[src/rtl/pipe_hazard_ctrl.sv]
// Hazard and sequencing controller for a five-stage RISC-V pipeline: load-use
// stalls, taken-branch flushes, multicycle EX freeze and a saturating stall counter.
module pipe_hazard_ctrl #(
  parameter int REG_ADDR_W = 5,
  parameter int CNT_W      = 32
) (
  input  logic                  clk,
  input  logic                  rst_n,
  input  logic [REG_ADDR_W-1:0] id_rs1,
  input  logic [REG_ADDR_W-1:0] id_rs2,
  input  logic                  id_uses_rs1,
  input  logic                  id_uses_rs2,
  input  logic [REG_ADDR_W-1:0] ex_rd,
  input  logic                  ex_is_load,
  input  logic                  ex_branch_taken,
  input  logic                  ex_mc_op,
  input  logic                  mc_done,
  output logic                  mc_start,
  output logic                  pc_en,
  output logic                  ifid_en,
  output logic                  ifid_flush,
  output logic                  idex_en,
  output logic                  idex_flush,
  output logic                  exmem_flush,
  output logic [CNT_W-1:0]      stall_cnt
);

  typedef enum logic [0:0] {
    RUN     = 1'b0,
    MC_BUSY = 1'b1
  } state_e;

  state_e           state_q, state_d;
  logic [CNT_W-1:0] stall_cnt_q, stall_cnt_d;
  logic             lu_hazard;

  // Load-use detection; x0 is hardwired to zero so it never creates a dependency.
  always_comb begin
    lu_hazard = 1'b0;
    if (ex_is_load && (ex_rd != {REG_ADDR_W{1'b0}})) begin
      lu_hazard = (id_uses_rs1 && (id_rs1 == ex_rd)) ||
                  (id_uses_rs2 && (id_rs2 == ex_rd));
    end else begin
      lu_hazard = 1'b0;
    end
  end

  // Next-state and control outputs; while in reset the pipeline is held flushed.
  always_comb begin
    state_d     = state_q;
    mc_start    = 1'b0;
    pc_en       = 1'b1;
    ifid_en     = 1'b1;
    idex_en     = 1'b1;
    ifid_flush  = 1'b0;
    idex_flush  = 1'b0;
    exmem_flush = 1'b0;
    if (!rst_n) begin
      state_d     = RUN;
      pc_en       = 1'b0;
      ifid_en     = 1'b0;
      idex_en     = 1'b0;
      ifid_flush  = 1'b1;
      idex_flush  = 1'b1;
      exmem_flush = 1'b1;
    end else begin
      case (state_q)
        RUN: begin
          if (ex_branch_taken) begin
            ifid_flush = 1'b1;
            idex_flush = 1'b1;
          end else if (ex_mc_op) begin
            mc_start    = 1'b1;
            pc_en       = 1'b0;
            ifid_en     = 1'b0;
            idex_en     = 1'b0;
            exmem_flush = 1'b1;
            state_d     = MC_BUSY;
          end else if (lu_hazard) begin
            pc_en      = 1'b0;
            ifid_en    = 1'b0;
            idex_flush = 1'b1;
          end else begin
            state_d = RUN;
          end
        end
        MC_BUSY: begin
          if (mc_done) begin
            state_d = RUN;
          end else begin
            pc_en       = 1'b0;
            ifid_en     = 1'b0;
            idex_en     = 1'b0;
            exmem_flush = 1'b1;
          end
        end
        default: begin
          state_d = RUN;
        end
      endcase
    end
  end

  // Saturating count of cycles in which the PC is held.
  always_comb begin
    stall_cnt_d = stall_cnt_q;
    if (!pc_en && (stall_cnt_q != {CNT_W{1'b1}})) begin
      stall_cnt_d = stall_cnt_q + {{(CNT_W-1){1'b0}}, 1'b1};
    end else begin
      stall_cnt_d = stall_cnt_q;
    end
  end

  // State and counter registers.
  always_ff @(posedge clk or negedge rst_n) begin
    if (!rst_n) begin
      state_q     <= RUN;
      stall_cnt_q <= {CNT_W{1'b0}};
    end else begin
      state_q     <= state_d;
      stall_cnt_q <= stall_cnt_d;
    end
  end

  assign stall_cnt = stall_cnt_q;

endmodule

[config.mk]
export PLATFORM = sky130hd
export DESIGN_NAME = pipe_hazard_ctrl
export DESIGN_NICKNAME = d
export VERILOG_FILES = /design/src/rtl/pipe_hazard_ctrl.sv
export SDC_FILE = /design/constraint.sdc
export NUM_CORES = 1
export LEC_CHECK = 0
export CORE_AREA = 2 2 77 64
export DETAILED_ROUTE_END_ITERATION = 8
export DIE_AREA = 0 0 79 66
export PLACE_DENSITY = 0.74
export SLEW_MARGIN = 20
export SYNTH_ARGS = -nofsm -noshare
export SYNTH_HDL_FRONTEND = slang
export SYNTH_SLANG_ARGS = --single-unit
[constraint.sdc]
create_clock -name clk -period 6.42 [get_ports clk]
set_clock_uncertainty 0.15 [all_clocks]
set_input_delay 0.963 -clock clk [delete_from_list [all_inputs] [get_ports clk]]
set_output_delay 0.963 -clock clk [all_outputs]
set_load 0.05 [all_outputs]
==> flow_metrics.py, run 1 <==
metrics = {
    "status": {
        "status": "finished clean",
    },
    "finish": {
        "multi_input_area_um2": 980.9,
        "areaGrowthSynthToFinish_pct": 39.00,
        "antenna_cells": 0,
        "layout.nets": 264,
        "n_fill_cell": 402,
        "drive_gt1_frac": 0.1037,
        "register_area_um2": 825.8,
    },
    "worst_hold_path": {
        "min-delay-start": "stall_cnt[26]",
        "hold_path_class": "reg -> reg",
    },
    "pwr": {
        "pwr-share-comb": 0.319,
        "internal-power_mw": 0.4409,
        "powerDensity_nw_per_um2": 254.8,
        "swShare": 0.3424,
        "power_frac_seq": 0.385,
        "p_leak_nw": 1.082,
        "p_sw_mw": 0.2296,
        "clkPwrFrac": 0.296,
        "vdd_ir_drop_max_mv": 0.3254,
        "power.total_mw": 0.6705,
    },
    "yosys": {
        "synth_top_flop_cell": "dfrtp_1",
        "synth_top_area_cell": "dfrtp_1",
        "mappedNetlistArea_um2": 1893,
        "synth_area_per_cell_um2": 10.52,
        "synthArstFlopShare": 1.000,
        "synth_edf_count": 0,
        "post_synth_num_cell_types": 32,
        "synthCells": 180,
        "synthDominantCellAreaShare": 0.4362,
        "yosys_warnings": 0,
        "syn_nets": 204,
        "yosysSeqAreaShare": 0.4362,
        "synthTopCellsByArea": "dfrtp_1, xnor2_1, nand4_1, and3_1, nand3_1",
        "synth_seq_cells": 33,
    },
    "floorplanning": {
        "io_pins": 62,
        "core_um2": 4459,
        "fp.dieH_um": 66,
        "die_w_um": 79,
        "num_rows": 22,
        "die-area_um2": 5214,
        "start_util": 0.4245,
    },
    "sta": {
        "fmax_mhz": 200.5,
        "finalMaxSlewViolations": 0,
        "setup_viol": 0,
        "rsz0062_at_grt": "no",
        "slew_headroom": 0.3469,
        "setup_tns_ps": 0,
        "tightest_slew_ps": 979.7,
        "min_period_ps": 4988,
        "final-hold-violation-count": 0,
        "fin_crit_sh": 0.7769,
    },
    "clock_tree": {
        "cts_num_sinks": 33,
        "insertion_delay_ps": 280,
        "path_clk_slew_ps": 70,
        "cts_tree": "done",
        "clockBufferDepth": 2,
        "postCtsSetupBuffers": 0,
        "cts_hold_repair.buffers": 0,
        "cts-root-buf": "clkbuf_8",
        "post_cts_resized": 0,
        "h-tree-depth": 2,
        "cts_buffers": 5,
    },
    "worst_setup_path": {
        "start_kind": "input port",
        "worst_r2r_startpoint": "stall_cnt[7]",
        "path_class": "in -> out",
        "critical_path.startpoint": "ex_rd[1]",
        "arrival_ps": 3870,
        "cp_data_required_time_ps": 5310,
        "cp_max_fo": 31,
        "worstSetupEndpointType": "primary output",
    },
    "grt": {
        "grt_pass1_wl_um": 7038,
        "grt_max_degree": 37,
        "grt_pass1_vias": 1442,
        "antenna_found_initial": 0,
        "grt_usage": 0.1737,
        "grt_overflow": 0,
    },
    "drt": {
        "drc": 0,
        "drtIter0Drc": 33,
        "wirelength_um": 4274,
        "num_vias": 1524,
        "dr.pass1.iters": 4,
        "wire_per_inst_um": 14.20,
        "ant_nets": 0,
        "via_per_inst": 5.063,
    },
    "place": {
        "port_buffers": 61,
        "dp_hpwl_um": 3093,
        "gp_congestion": 0.7443,
    },
    "flow_run": {
        "maxCapViolCount": 0,
    },
}
placed cells by master (no fill, tap or decap), types with 2 or more instances in the layout:
cell type,count
clkdlybuf4s50_1,61
and3_2,5
nand4_1,18
nand3_2,5
xnor2_1,41
and2_1,4
inv_1,4
o21ai_0,2
dfrtp_1,33
nor3_1,5
and3_1,12
nor2_1,3
nand3_1,15
clkbuf_8,6
nand2_1,7
a21o_1,2
and4_2,2
flip-flops by register name, indices dropped and copies added, names as in the netlist:
register,flops
stall_cnt,32
state_q,1
Yosys cell counts, types with 2 or more instances:
| cell type | count |
|---|---|
| o21ai_0 | 2 |
| nor2_1 | 3 |
| nand3_2 | 5 |
| a21o_1 | 2 |
| and2_1 | 4 |
| buf_6 | 4 |
| nor3_1 | 5 |
| dfrtp_1 | 33 |
| nand4_1 | 18 |
| buf_2 | 3 |
| nand3_1 | 15 |
| and3_1 | 12 |
| xnor2_1 | 41 |
| nand2_1 | 7 |
| and3_2 | 5 |
| and4_2 | 2 |
| inv_1 | 4 |
power by group through the flow:
| stage | Clock [mW] | Sequential [mW] | Combinational (mW) |
|---|---|---|---|
| 2_1_floorplan | 0 | 0.328 | 0.0669 |
| 3_3_place_gp | 0 | 0.262 | 0.213 |
| 3_5_place_dp | 0 | 0.261 | 0.215 |
| 4_1_cts | 0.202 | 0.258 | 0.216 |
| 5_1_grt | 0.211 | 0.262 | 0.228 |
| 6_report | 0.199 | 0.258 | 0.214 |
routing by layer:
metal | routed length [um] | GRT usage | part of all wire
met1 | 2061 | 0.2478 | 0.48
met2 | 1993 | 0.2595 | 0.47
met3 | 145 | 0.04098 | 0.034
met4 | 74 | 0.05819 | 0.017
met5 | 0 | 0 | 0
through the flow:
| step | std cells | util | hold slack [ps] | cell area (um^2) | worst slack (ps) |
|---|---|---|---|---|---|
| final | 301 | 0.5901 | 345.4 | 2631 | 1432 |
| after global routing | 301 | 0.5901 | 372.4 | 2631 | 1239 |
| after detailed placement | 293 | 0.5640 | 344.5 | 2515 | 1420 |
| after floorplan | 180 | - | 505.5 | 1893 | 2744 |
| after CTS | 301 | 0.5901 | 353.7 | 2631 | 1407 |
| after global placement | 293 | 0.5640 | 339.9 | 2515 | 1451 |
worst max-delay path, cell delays in order:
cell             delay, ps
clkdlybuf4s50_1        470
or4_1                  530
o21ai_0                230
nor3_1                  70
a21o_1                 530
inv_1                  230
clkdlybuf4s50_1        840
logic make-up after synthesis:
family,count (synthesis),share of synthesized area
compound gates,5,0.01652
buf+inv,13,0.04560
mux,2,0.01124
fa+ha+maj,1,0.006608
simple gates,85,0.2941
flops,33,0.4362
xor+xnor,41,0.1897
final cells by class:
type	instances	area share
clock buffers	7	0.03281
clock inverters	1	0.01141
inverters	4	0.005706
multi-input cells	134	0.3728
flip-flops and latches	33	0.3138
well taps	60	0.02853
repair buffers	62	0.2349
path summary, 6_finish.rpt:
path                                 endpoint  slack, ps  depth (start not counted)
max in group asynchronous        stall_cnt[2]       4770                          2
worst min-delay path            stall_cnt[26]        350                          1
worst max-delay path                    pc_en       1430                          7
min in group asynchronous       stall_cnt[16]       1030                          2
worst max register to register   stall_cnt[1]       3610                          6
worst min register to register  stall_cnt[26]        350                          1
Note: power is estimated with default switching activity, not from simulation.
==> run 2, diff against run 1 <==
==> constraint.sdc (replaced) <==
create_clock -name clk -period 5.2 [get_ports clk]
set_clock_uncertainty 0.15 [all_clocks]
set_input_delay 0.78 -clock clk [delete_from_list [all_inputs] [get_ports clk]]
set_output_delay 0.78 -clock clk [all_outputs]
set_load 0.05 [all_outputs]
==> flow_metrics.py, run 2 (same netlist as run 1, synthesis figures left out) <==
metrics = {
    "grt": {
        "grt_overflow": 0,
        "antenna_found_initial": 0,
        "grt_max_degree": 32,
        "grt_pass1_vias": 1477,
        "grt_usage": 0.1779,
        "grt_pass1_wl_um": 7203,
    },
    "sta": {
        "min_period_ps": 4151,
        "worst_slack_ps": 1049,
        "final-hold-violation-count": 0,
        "setup_viol": 0,
        "slew_headroom": 0.3248,
        "setup_tns_ps": 0,
        "fmax_mhz": 240.9,
        "tightest_slew_ps": 1013,
        "finalMaxSlewViolations": 0,
        "rsz0062_at_grt": "no",
        "fin_crit_sh": 0.7983,
    },
    "floorplanning": {
        "num_rows": 22,
        "fp.dieH_um": 66,
        "die-area_um2": 5214,
        "core_um2": 4459,
        "io_pins": 62,
        "die_w_um": 79,
        "start_util": 0.4245,
    },
    "place": {
        "port_buffers": 61,
        "gp_congestion": 0.8103,
        "post-place-cells": 294,
        "dp_hpwl_um": 3142,
        "dp_slack_ps": 1048,
    },
    "worst_hold_path": {
        "hold_path_class": "reg -> reg",
        "worstHoldPathCells": 1,
        "min_to": "stall_cnt[20]",
        "min-delay-start": "stall_cnt[20]",
    },
    "worst_setup_path": {
        "r2r-end": "stall_cnt[27]",
        "start_kind": "input port",
        "rrSetupSlack_ps": 2310,
        "path_class": "in -> out",
        "rr_worst_depth": 6,
        "arrival_ps": 3220,
        "cp_max_fo": 31,
        "worstSetupEndpointType": "primary output",
        "worst_r2r_startpoint": "state_q",
        "cp_data_required_time_ps": 4270,
    },
    "drt": {
        "ant_nets": 0,
        "drtIter0Drc": 110,
        "met3_wirelength_um": 159,
        "m1WireLength_um": 2124,
        "top_layer_used": "met4",
        "dr.pass1.iters": 4,
        "wire_per_inst_um": 14.35,
        "wl_met2_um": 1979,
        "num_vias": 1524,
        "drc": 0,
        "via_per_inst": 5.063,
        "wirelength_um": 4318,
    },
    "pwr": {
        "p_sw_mw": 0.2849,
        "vdd_ir_drop_max_mv": 0.3032,
        "clkPwrFrac": 0.249,
        "power_frac_seq": 0.408,
        "pwr-share-comb": 0.343,
        "p_leak_nw": 1.083,
        "powerDensity_nw_per_um2": 297.2,
        "internal-power_mw": 0.4965,
        "swShare": 0.3646,
    },
    "clock_tree": {
        "h-tree-depth": 2,
        "cts_hold_repair.buffers": 0,
        "postCtsSetupBuffers": 0,
        "cts_tree": "done",
        "cts-root-buf": "clkbuf_8",
        "post_cts_resized": 0,
        "cts_buffers": 5,
        "path_clk_slew_ps": 60,
        "insertion_delay_ps": 280,
        "clockBufferDepth": 2,
        "cts_num_sinks": 33,
    },
    "finish": {
        "antenna_cells": 0,
        "areaGrowthSynthToFinish_pct": 38.86,
        "final_cells": 301,
        "register_area_um2": 825.8,
        "final_common_cell": "clkdlybuf4s50_1",
        "final_cell_mix": "clkdlybuf4s50_1, xnor2_1, dfrtp_1, nand4_1, nand3_1",
        "largest_register_ffs": 32,
        "multi_input_area_um2": 980.9,
        "drive_gt1_frac": 0.1120,
        "layout.nets": 265,
        "n_fill_cell": 389,
    },
    "status": {
        "status": "finished clean",
    },
    "flow_run": {
        "maxCapViolCount": 0,
    },
}
## run 2: cell types whose count changed in the layout (fill, tap and decap cells not counted), sizes merged
cell / before / now
clkdlybuf4s50: 61 / 59
bufinv: 1 / 0
buf: 1 / 4
## run 2: layout make-up
cell class / count / area share
timing repair buffer: 63 / 0.2456
clock buffer: 7 / 0.03284
inverter: 4 / 0.005712
sequential: 33 / 0.3141
tap: 60 / 0.02856
multi-input combinational: 134 / 0.3732
## run 2: per-layer routing
layer | vias up | track usage
li1 | 761 | -
met1 | 725 | 0.2545
met2 | 32 | 0.2648
met3 | 6 | 0.04645
met4 | 0 | 0.05172
met5 | - | 0
## run 2: critical path, stage by stage
cell,delay [ps]
clkdlybuf4s50_1,480
or4_1,520
o21ai_0,260
nor3_1,80
a21o_1,550
inv_1,360
buf_12,180
## run 2: worst max path at each step
| stage | startpoint | endpoint | cells after the start |
|---|---|---|---|
| after detailed placement | ex_rd[2] | pc_en | 7 |
| after global placement | ex_rd[2] | pc_en | 7 |
| after floorplan | ex_branch_taken | idex_flush | 3 |
| after global routing | ex_rd[1] | pc_en | 7 |
| after CTS | ex_rd[2] | pc_en | 7 |
| final | ex_rd[2] | pc_en | 7 |
## run 2: power by group through the flow
stage / logic, mW / clock network, mW / registers (mW)
CTS: 0.271 / 0.198 / 0.319
global route: 0.283 / 0.212 / 0.325
floorplan: 0.0825 / 0 / 0.405
global placement: 0.267 / 0 / 0.322
finish: 0.268 / 0.194 / 0.319
detailed placement: 0.269 / 0 / 0.323
## run 2: stage by stage
stage	hold WS, ps	total power, mW	area, um^2	utilization
3_3_place_gp	329.4	0.5895	2542	0.5701
5_1_grt	372.0	0.8195	2629	0.5895
6_report	344.0	0.7814	2629	0.5895
2_1_floorplan	334.4	0.4877	1893	-
3_5_place_dp	339.0	0.5919	2542	0.5701
4_1_cts	349.1	0.7874	2629	0.5895
==> run 3, diff against run 2 <==
--- a/config.mk
+++ b/config.mk
@@ -5,10 +5,10 @@
 export SDC_FILE = /design/constraint.sdc
 export NUM_CORES = 1
 export LEC_CHECK = 0
-export CORE_AREA = 2 2 77 64
+export CORE_AREA = 2 2 79 66
 export DETAILED_ROUTE_END_ITERATION = 8
-export DIE_AREA = 0 0 79 66
-export PLACE_DENSITY = 0.74
+export DIE_AREA = 0 0 81 68
+export PLACE_DENSITY = 0.73
 export SLEW_MARGIN = 20
 export SYNTH_ARGS = -nofsm -noshare
 export SYNTH_HDL_FRONTEND = slang
==> constraint.sdc (replaced) <==
create_clock -name clk -period 3.6 [get_ports clk]
set_clock_uncertainty 0.15 [all_clocks]
set_input_delay 0.54 -clock clk [delete_from_list [all_inputs] [get_ports clk]]
set_output_delay 0.54 -clock clk [all_outputs]
set_load 0.05 [all_outputs]
==> flow_metrics.py, run 3 (same netlist as run 1, synthesis figures left out) <==
metrics = {
    "drt": {
        "wire_per_inst_um": 14.06,
        "dr.pass1.iters": 4,
        "wirelength_um": 4260,
        "num_vias": 1522,
        "ant_nets": 0,
        "drtIter0Drc": 53,
        "drc": 0,
        "via_per_inst": 5.023,
    },
    "finish": {
        "stdcell_area_um2": 2644,
        "largest_register_ffs": 32,
        "final_common_cell": "clkdlybuf4s50_1",
        "final_cell_mix": "clkdlybuf4s50_1, xnor2_1, dfrtp_1, nand4_1, nand3_1",
        "layout.nets": 265,
        "antenna_cells": 0,
        "final_cells": 303,
        "register_area_um2": 825.8,
        "drive_gt1_frac": 0.1328,
        "multi_input_area_um2": 980.9,
        "areaGrowthSynthToFinish_pct": 39.66,
        "n_fill_cell": 436,
    },
    "floorplanning": {
        "num_rows": 23,
        "die_w_um": 81,
        "start_util": 0.3963,
        "core_um2": 4777,
        "die-area_um2": 5508,
        "fp.dieH_um": 68,
        "io_pins": 62,
    },
    "worst_setup_path": {
        "rrSetupSlack_ps": 830,
        "cp_data_required_time_ps": 2910,
        "r2r-end": "stall_cnt[1]",
        "cp_max_fo": 3,
        "rr_worst_depth": 6,
        "arrival_ps": 2380,
        "path_class": "in -> out",
        "start_kind": "input port",
        "worstSetupEndpointType": "primary output",
        "critical_path.startpoint": "ex_rd[2]",
        "worst_r2r_startpoint": "stall_cnt[7]",
        "endpoint": "ifid_en",
    },
    "clock_tree": {
        "post_cts_resized": 0,
        "cts_hold_repair.buffers": 0,
        "h-tree-depth": 2,
        "cts_tree": "done",
        "cts_num_sinks": 33,
        "postCtsSetupBuffers": 0,
        "path_clk_slew_ps": 60,
        "cts_buffers": 5,
        "insertion_delay_ps": 280,
        "clockBufferDepth": 2,
        "cts-root-buf": "clkbuf_8",
    },
    "place": {
        "dp_hpwl_um": 3204,
        "dp_slack_ps": 536.1,
        "gp_congestion": 0.7596,
        "placed_area_um2": 2557,
        "port_buffers": 61,
        "post-place-cells": 296,
    },
    "sta": {
        "finalMaxSlewViolations": 0,
        "final-hold-violation-count": 0,
        "tightest_slew_ps": 521.1,
        "fmax_mhz": 326.1,
        "setup_viol": 0,
        "min_period_ps": 3067,
        "fin_crit_sh": 0.8518,
        "worst_slack_ps": 533.5,
        "setup_tns_ps": 0,
        "timing.hold.ws_ps": 346.6,
        "slew_headroom": 0.6515,
        "rsz0062_at_grt": "no",
    },
    "grt": {
        "grt_pass1_wl_um": 6982,
        "grt_max_degree": 35,
        "grt_overflow": 0,
        "grt_pass1_vias": 1442,
        "grt_usage": 0.1700,
        "antenna_found_initial": 0,
    },
    "pwr": {
        "vdd_ir_drop_max_mv": 0.4939,
        "p_leak_nw": 1.094,
        "powerDensity_nw_per_um2": 426.8,
    },
    "status": {
        "status": "finished clean",
    },
    "flow_run": {
        "maxCapViolCount": 0,
    },
    "worst_hold_path": {
        "hold_path_class": "reg -> reg",
    },
}
[run 3: area by class of cell]
type                    instances  area share
well taps                      62     0.02934
clock buffers                   7     0.03265
inverters                       4    0.005679
multi-input cells             134      0.3710
flip-flops and latches         33      0.3124
repair buffers                 63      0.2489
[run 3: worst max-delay path, cell delays in order]
cell and delay [ps]:
clkdlybuf4s50_1 470, or4_1 520, o21ai_0 220, nor3_1 70, a21o_1 190, inv_1 190
buf_12 170
[run 3: worst min-delay path by stage]
| stage | slack [ps] | depth (start not counted) | end | start |
|---|---|---|---|---|
| 4_1_cts | 350 | 1 | stall_cnt[6] | stall_cnt[6] |
| 3_3_place_gp | 330 | 1 | stall_cnt[29] | stall_cnt[29] |
| 5_1_grt | 370 | 1 | stall_cnt[12] | stall_cnt[12] |
| 2_1_floorplan | 90 | 0 | stall_cnt[0] | rst_n |
| 6_report | 350 | 1 | stall_cnt[12] | stall_cnt[12] |
| 3_5_place_dp | 330 | 1 | stall_cnt[6] | stall_cnt[6] |
[run 3: per-stage QoR]
stage / util / total power, mW
floorplan: - / 0.7045
global placement: 0.5354 / 0.8532
detailed placement: 0.5354 / 0.8596
CTS: 0.5534 / 1.143
global route: 0.5534 / 1.188
finish: 0.5534 / 1.128
[run 3: per-layer routing]
layer | GRT usage | part of all wire
met1 | 0.2265 | 0.49
met3 | 0.04354 | 0.038
met4 | 0.07839 | 0.022
met5 | 0 | 0
met2 | 0.2603 | 0.45
[run 3: report_power, final]
part           switching, mW  internal, mW  total (mW)
combinational          0.231         0.158       0.390
clock                  0.126         0.151       0.277
sequential            0.0519         0.409       0.461
